### src/rtl/pipeline_hazard_ctrl.sv
`default_nettype none
// ============================================================================
// Module      : pipeline_hazard_ctrl
// Description : Central hazard controller for the 5-stage MIPS pipeline.
//               Produces PC / pipeline-register write enables, bubble and
//               flush strobes and the PC redirect select. Handles load-use
//               stalls, branch/jump flushes and data-memory wait states with
//               a timeout, and keeps saturating stall / redirect counters.
// Revision    : 1.0 - initial release
// ============================================================================
module pipeline_hazard_ctrl #(
    parameter int FLUSH_CYCLES = 1,   // IF/ID flush cycles per redirect (1..7)
    parameter int MEM_TIMEOUT  = 15,  // max MEM_WAIT cycles before abort (1..255)
    parameter int CNT_W        = 16   // performance counter width
) (
    input  logic             CLK,
    input  logic             RST,
    input  logic [4:0]       id_rs,
    input  logic [4:0]       id_rt,
    input  logic             id_uses_rt,
    input  logic             idex_memread,
    input  logic [4:0]       idex_rt,
    input  logic             ex_redirect,
    input  logic             dmem_req,
    input  logic             dmem_ready,
    output logic             pc_write,
    output logic             ifid_write,
    output logic             ifid_flush,
    output logic             idex_write,
    output logic             idex_flush,
    output logic             exmem_write,
    output logic             pc_sel,
    output logic             mem_err,
    output logic [CNT_W-1:0] stall_cnt,
    output logic [CNT_W-1:0] flush_cnt
);

    // Remaining-flush reload value and timeout threshold at counter widths
    localparam logic [2:0] FLUSH_RELOAD = 3'(FLUSH_CYCLES - 1);
    localparam logic [7:0] TIMEOUT_VAL  = 8'(MEM_TIMEOUT);

    typedef enum logic [1:0] {
        RUN      = 2'd0,
        MEM_WAIT = 2'd1,
        FLUSH    = 2'd2
    } state_t;

    state_t           state_q, state_d;
    logic [7:0]       wait_cnt_q, wait_cnt_d;
    logic [2:0]       flush_left_q, flush_left_d;
    logic [CNT_W-1:0] stall_cnt_q, stall_cnt_d;
    logic [CNT_W-1:0] flush_cnt_q, flush_cnt_d;
    logic             mem_err_q, mem_err_d;

    logic             load_use;
    logic             mem_stall;
    logic             stall_inc;
    logic             flush_inc;

    // Counters stick at all-ones instead of wrapping
    function automatic logic [CNT_W-1:0] sat_inc(input logic [CNT_W-1:0] v);
        return (&v) ? v : v + {{(CNT_W-1){1'b0}}, 1'b1};
    endfunction

    // The ID instruction needs a register that the load in ID/EX has not yet
    // fetched; $zero is never a real dependency.
    assign load_use  = idex_memread && (idex_rt != 5'd0) &&
                       ((idex_rt == id_rs) || (id_uses_rt && (idex_rt == id_rt)));
    assign mem_stall = dmem_req && !dmem_ready;

    // Next-state, counter-increment and pipeline-control decode
    always_comb begin
        state_d      = state_q;
        wait_cnt_d   = wait_cnt_q;
        flush_left_d = flush_left_q;
        mem_err_d    = mem_err_q;
        stall_inc    = 1'b0;
        flush_inc    = 1'b0;
        pc_write     = 1'b1;
        ifid_write   = 1'b1;
        ifid_flush   = 1'b0;
        idex_write   = 1'b1;
        idex_flush   = 1'b0;
        exmem_write  = 1'b1;
        pc_sel       = 1'b0;

        // While reset is held the pipeline free-runs with no strobes
        if (RST) begin
            case (state_q)
                RUN: begin
                    if (mem_stall) begin
                        pc_write    = 1'b0;
                        ifid_write  = 1'b0;
                        idex_write  = 1'b0;
                        exmem_write = 1'b0;
                        state_d     = MEM_WAIT;
                        wait_cnt_d  = 8'd1;
                        stall_inc   = 1'b1;
                    end else if (ex_redirect) begin
                        // Redirect squashes the ID instruction, so any
                        // load-use hazard on it is moot.
                        pc_sel     = 1'b1;
                        ifid_flush = 1'b1;
                        idex_flush = 1'b1;
                        flush_inc  = 1'b1;
                        if (FLUSH_CYCLES > 1) begin
                            state_d      = FLUSH;
                            flush_left_d = FLUSH_RELOAD;
                        end
                    end else if (load_use) begin
                        // One bubble: the load moves on next cycle and the
                        // hazard disappears by itself.
                        pc_write   = 1'b0;
                        ifid_write = 1'b0;
                        idex_flush = 1'b1;
                        stall_inc  = 1'b1;
                    end
                end

                MEM_WAIT: begin
                    if (dmem_ready) begin
                        // Release only; redirect/load-use inputs are frozen
                        // and get evaluated again next cycle in RUN.
                        state_d    = RUN;
                        wait_cnt_d = 8'd0;
                    end else if (wait_cnt_q >= TIMEOUT_VAL) begin
                        mem_err_d  = 1'b1;
                        state_d    = RUN;
                        wait_cnt_d = 8'd0;
                    end else begin
                        pc_write    = 1'b0;
                        ifid_write  = 1'b0;
                        idex_write  = 1'b0;
                        exmem_write = 1'b0;
                        stall_inc   = 1'b1;
                        wait_cnt_d  = wait_cnt_q + 8'd1;
                    end
                end

                FLUSH: begin
                    if (mem_stall) begin
                        // Memory wait wins; leftover flush cycles are dropped
                        pc_write     = 1'b0;
                        ifid_write   = 1'b0;
                        idex_write   = 1'b0;
                        exmem_write  = 1'b0;
                        state_d      = MEM_WAIT;
                        wait_cnt_d   = 8'd1;
                        flush_left_d = 3'd0;
                        stall_inc    = 1'b1;
                    end else begin
                        ifid_flush = 1'b1;
                        idex_flush = 1'b1;
                        if (ex_redirect) begin
                            pc_sel       = 1'b1;
                            flush_left_d = FLUSH_RELOAD;
                            flush_inc    = 1'b1;
                        end else if (flush_left_q <= 3'd1) begin
                            state_d      = RUN;
                            flush_left_d = 3'd0;
                        end else begin
                            flush_left_d = flush_left_q - 3'd1;
                        end
                    end
                end

                default: begin
                    state_d = RUN;
                end
            endcase
        end

        stall_cnt_d = stall_inc ? sat_inc(stall_cnt_q) : stall_cnt_q;
        flush_cnt_d = flush_inc ? sat_inc(flush_cnt_q) : flush_cnt_q;
    end

    // State, wait/flush counters, performance counters and error flag
    always_ff @(posedge CLK or negedge RST) begin
        if (!RST) begin
            state_q      <= RUN;
            wait_cnt_q   <= 8'd0;
            flush_left_q <= 3'd0;
            stall_cnt_q  <= '0;
            flush_cnt_q  <= '0;
            mem_err_q    <= 1'b0;
        end else begin
            state_q      <= state_d;
            wait_cnt_q   <= wait_cnt_d;
            flush_left_q <= flush_left_d;
            stall_cnt_q  <= stall_cnt_d;
            flush_cnt_q  <= flush_cnt_d;
            mem_err_q    <= mem_err_d;
        end
    end

    assign mem_err   = mem_err_q;
    assign stall_cnt = stall_cnt_q;
    assign flush_cnt = flush_cnt_q;

endmodule
`default_nettype wire

### config.mk
export PLATFORM = sky130hd
export DESIGN_NAME = pipeline_hazard_ctrl
export DESIGN_NICKNAME = d
export VERILOG_FILES = /design/src/rtl/pipeline_hazard_ctrl.sv
export SDC_FILE = /design/constraint.sdc
export NUM_CORES = 1
export LEC_CHECK = 0
export ABC_AREA = 1
export CORE_ASPECT_RATIO = 1.25
export CORE_MARGIN = 2
export CORE_UTILIZATION = 40
export CTS_CLUSTER_DIAMETER = 30
export DETAILED_ROUTE_END_ITERATION = 8
export PLACE_DENSITY = 0.67
export SLEW_MARGIN = 20
export SYNTH_ARGS = -nofsm -noshare
export SYNTH_HDL_FRONTEND = slang
export SYNTH_SLANG_ARGS = --single-unit
### constraint.sdc
create_clock -name CLK -period 3.5 [get_ports CLK]
set_clock_uncertainty 0.15 [all_clocks]
set_input_delay 0.525 -clock CLK [delete_from_list [all_inputs] [get_ports CLK]]
set_output_delay 0.525 -clock CLK [all_outputs]
set_load 0.05 [all_outputs]
[Word level (Yosys, flattened, before mapping)]
Cells that the tools add are included.
Word-level totals
  flip-flop bits (word level): 46
  input port bits: 22
  word-level logic and storage cells: 84
Cells by class
  add/sub/neg operators: 4
  $lt $le $gt $ge: 2
  equal/unequal tests: 9
  multiplexer cells: 42
  bitwise gates (word level): 3
  reductions and logical operators: 18
Operator list (number)
  adder 16 x 1 -> 16 bit (second input constant): 2
  AND reduction 16 bit: 2
  two-way mux 8 bit: 3
  two-way mux 1 bit: 23
  one-hot mux 8 bit (2 select lines): 1
  two-way mux 2 bit: 6
  == test 5 bit: 2
  two-way mux 3 bit: 3
  inequality test 3 bit (second input constant): 3
  adder 8 x 1 -> 8 bit (second input constant): 1
  >= comparator 8 x 4 -> 1 bit (second input constant): 1
  one-hot mux 1 bit (2 select lines): 3
  one-hot mux 1 bit (3 select lines): 2
  one-hot mux 2 bit (3 select lines): 1
  AND reduction 2 bit: 3
  AND reduction 5 bit: 1
  nonzero test 5 bit: 1
  logical AND 1 bit: 4
  AND reduction 4 bit: 1
  less-or-equal comparator 3 x 1 -> 1 bit (second input constant): 1
  NOT 1 bit: 3
  AND reduction 3 bit: 1
  subtractor 3 x 1 -> 3 bit (second input constant): 1
  == test 2 x 1 -> 1 bit (second input constant): 1
  8 further kinds: 8

[Longest topological paths before layout]
  depth in word-level cells: 10
  depth in mapped cells: 12
  gate-level depth less buffers: 11

[Worst setup path after synthesis]
Ideal clock, no wire load.
  path kind: register -> output
  start: reg wait_cnt_q[0]
  end: out pc_write
  arrival time: 2.240 ns
  data required time: 2.825 ns
  setup slack: 0.585 ns
  cell stages (with the launch flop): 12
  path buffers: 2
  cells stage by stage: dfrtp_1 > ha_1 > nand3_1 > nand4_1 > nand2_1 > nand2_1 > inv_2 > nand2_1 > nand2_2 > buf_2 > inv_1 > buf_4
On the way
  word-level cells in the longest chain between the ends: 5
RTL lines
  start: declaration: line 49  | logic [7:0] wait_cnt_q, wait_cnt_d;
  start signal: assignment: line 188  | wait_cnt_q <= wait_cnt_d;
  >= comparator 8 x 4 -> 1 bit: line 126  | end else if (wait_cnt_q >= TIMEOUT_VAL) begin
  two-way mux 1 bit (2 in series)
  one-hot mux 1 bit (3 select lines)
  two-way mux 1 bit
  end: declaration: line 26  | output logic pc_write,
No other way between the ends.

[Final worst setup path]
  start: in dmem_ready
  end: out exmem_write
On the way
  word-level cells in the longest chain between the ends: 5
  elaborated cells between the ends (all ways): 6
  classes of those cells: mux: 4; reduce/logical: 2
RTL lines
  start: declaration: line 25  | input logic dmem_ready,
  logical NOT 1 bit: line 69  | assign mem_stall = dmem_req && !dmem_ready;
  logical AND 1 bit: line 69
  two-way mux 1 bit: line 91, 141
  one-hot mux 1 bit (2 select lines) (*): line 89  | case (state_q)
  two-way mux 1 bit (*): line 88  | if (RST) begin
  end: declaration: line 31  | output logic exmem_write,
Mark *: on every way between the ends. The rest lies on a longest branch, timed or not.

==> impl_metrics.py <==
metrics = {
    "outcome": {
        "status": "finished, final reports clean",
    },
    "place": {
        "io_buffer_count": 61,
        "placed_cells": 489,
        "place_hpwl_um": 4450,
        "place_congestion": 0.822,
    },
    "synth": {
        "postSynthCellCount": 347,
        "yosysWarnings": 0,
        "synth_flop_cell": "dfrtp_1",
        "synthesis.area_mm2": 0.00255,
        "yosysSeqAreaShare": 0.411,
        "syn_area_per_cell_um2": 7.36,
        "synth_common_cells": "nand2_1 (102), inv_1 (53), dfrtp_1 (42)",
        "yosysMostFrequentCell": "nand2_1",
        "ys_async_sr_fraction": 1.00,
        "synth_top_area_frac": 0.411,
        "synthesis.nets": 372,
        "ys_types": 30,
        "synth_top_area_cell": "dfrtp_1",
        "synth_top_cells_by_area": "dfrtp_1 (41%), nand2_1 (15%), inv_1 (7.8%)",
        "synth-edff-count": 0,
        "synth_seq_cells": 42,
    },
    "timing": {
        "fin_crit_ns": 3.04,
        "setup-tns-final_ns": 0,
        "slew_headroom": 0.621,
        "drv_slew": 0,
        "worst_pin_slew_ns": 0.566,
        "setup_viol": 0,
        "hold_viol_final": 0,
        "holdWs_ns": 0.206,
        "fmaxAchievable_ghz": 0.329,
        "fin_crit_sh": 0.869,
        "rsz0062_at_grt": "false",
    },
    "power_and_ir_drop": {
        "swShare": 0.419,
        "pwr-share-clk": 0.196,
        "p_sw_uw": 640,
        "power_uw": 1530,
        "powerDensity_mw_per_mm2": 462,
        "combPwrFrac": 0.389,
        "seq_power_share": 0.415,
        "p_int_uw": 888,
        "ir_worst_vdd_v": 0.000194,
        "leakage_uw": 0.00167,
    },
    "finish": {
        "drive_above_1_share": 0.0633,
        "antenna_cells": 0,
        "post-route-util": 0.536,
        "syn_to_final_growth_pct": 29.3,
        "instances_no_fill": 496,
        "nets": 436,
    },
    "worst_setup_path": {
        "crit_path_end_kind": "output port",
        "required_ns": 2.82,
        "critPathArrivalTime_ns": 2.37,
        "start_kind": "primary input",
        "worst-path-max-fanout": 4,
        "worstSetupPathType": "in2out",
    },
    "clock_tree": {
        "holdBufCountCts": 0,
        "insertion_delay_ns": 0.30,
        "cts_tree": "done",
        "cts-root-buf": "clkbuf_8",
        "clk_pin_slew_ns": 0.08,
        "post_cts_resized": 0,
        "cts-htree-levels": 2,
        "post_cts_buffers": 0,
        "cts_buffers": 5,
        "cts_buffer_depth": 2,
        "clock_sinks": 42,
    },
    "detailed_routing": {
        "wire_per_inst_um": 11.4,
        "vias": 2366,
        "ant_nets": 0,
        "drc": 0,
        "first_pass_iters": 4,
        "routed_wirelength_um": 5650,
        "via_per_inst": 4.77,
        "drtIter0Drc": 137,
    },
    "grt": {
        "grt_max_degree": 46,
        "grt_pass1_wl_um": 9250,
        "grtUsageMet1": 0.191,
        "grt.busiest_layer": "met2",
        "grtUsageTotal": 0.169,
        "gr-usage-met3": 0.0345,
        "antenna_found_initial": 0,
        "overflow": 0,
        "grt_use_met2": 0.309,
        "grt_pass1_vias": 2173,
    },
    "floorplan": {
        "coreArea_mm2": 0.00617,
        "io_pins": 62,
        "rows": 32,
        "die_h_um": 93.4,
        "die_x_um": 75.5,
        "initial_core_util": 0.414,
        "dieArea_mm2": 0.00705,
    },
    "run": {
        "maxCapViolations": 0,
    },
    "min_path": {
        "hold_path.class": "in2async",
    },
}
## critical path, stage by stage
cell	delay, ns
clkdlybuf4s50_1	0.50
inv_1	0.06
nand4_1	0.10
nand2_1	0.06
nand2_1	0.09
inv_2	0.06
nand2_1	0.14
clkdlybuf4s50_1	0.83
## path summary, 6_finish.rpt
check / startpoint / endpoint / slack, ns / cells after the start
max: dmem_ready / exmem_write / 0.46 / 8
min: RST / stall_cnt[3]$_DFFE_PN0P_ / 0.21 / 2
max reg2reg: stall_cnt[0]$_DFFE_PN0P_ / stall_cnt[14]$_DFFE_PN0P_ / 1.45 / 7
min reg2reg: mem_err$_DFFE_PN0P_ / mem_err$_DFFE_PN0P_ / 0.33 / 1
max in group asynchronous: RST / flush_cnt[11]$_DFFE_PN0P_ / 2.62 / 2
min in group CLK: mem_err$_DFFE_PN0P_ / mem_err$_DFFE_PN0P_ / 0.33 / 1
## state kept, by name, indices dropped and copies added (netlist names)
signal	flops
flush_cnt	16
stall_cnt	16
wait_cnt_q	8
mem_err	1
state_q	1
## power by group through the flow
stage               combinational, µW  clock (µW)  sequential (µW)
floorplan                         216           0              818
global placement                  593           0              639
detailed placement                598           0              644
CTS                               600         306              635
global route                      642         324              647
finish                            594         300              634
## cells in the final DEF (no fill, tap or decap), types with 2 or more instances in the layout
cell             count
xor2_1              20
nand4_1              5
nor3_1              10
nor2_2               2
inv_1               53
a22oi_1              2
nand3_1             37
clkinv_2             2
nand3b_1             2
ha_1                 3
nand2_1            102
nand2_2              2
inv_2                2
o21ai_0              7
xnor2_1              8
buf_4                7
clkdlybuf4s50_1     55
nor2_1              33
dfrtp_1             42
clkbuf_8             5
## kinds of logic after synthesis
kind of cell	synth area share
flops	0.411
simple gates	0.350
compound gates	0.0299
fa+ha+maj	0.0147
buf+inv	0.0979
xor+xnor	0.0960
## metrics by stage
step / area, µm² / setup WS, ns
floorplan: 2550 / 0.585
global placement: 3230 / 0.490
detailed placement: 3230 / 0.465
CTS: 3300 / 0.450
global route: 3300 / 0.380
finish: 3300 / 0.460
## cell type report
type                    instances  area [µm²]
fillers                       629        2860
multi-input cells             244        1250
flip-flops and latches         42        1050
repair buffers                 63         608
inverters                      55         206
well taps                      85         106
clock buffers                   5        68.8
clock inverters                 2        10.0
## metal layers
layer,wire length [µm],up-vias,part of all wire
met2,2960,56,0.52
met1,2350,1098,0.42
met3,260,6,0.046
met4,82,0,0.015
met5,0,-,0
li1,-,1206,-
(Power assumes the default switching activity.)
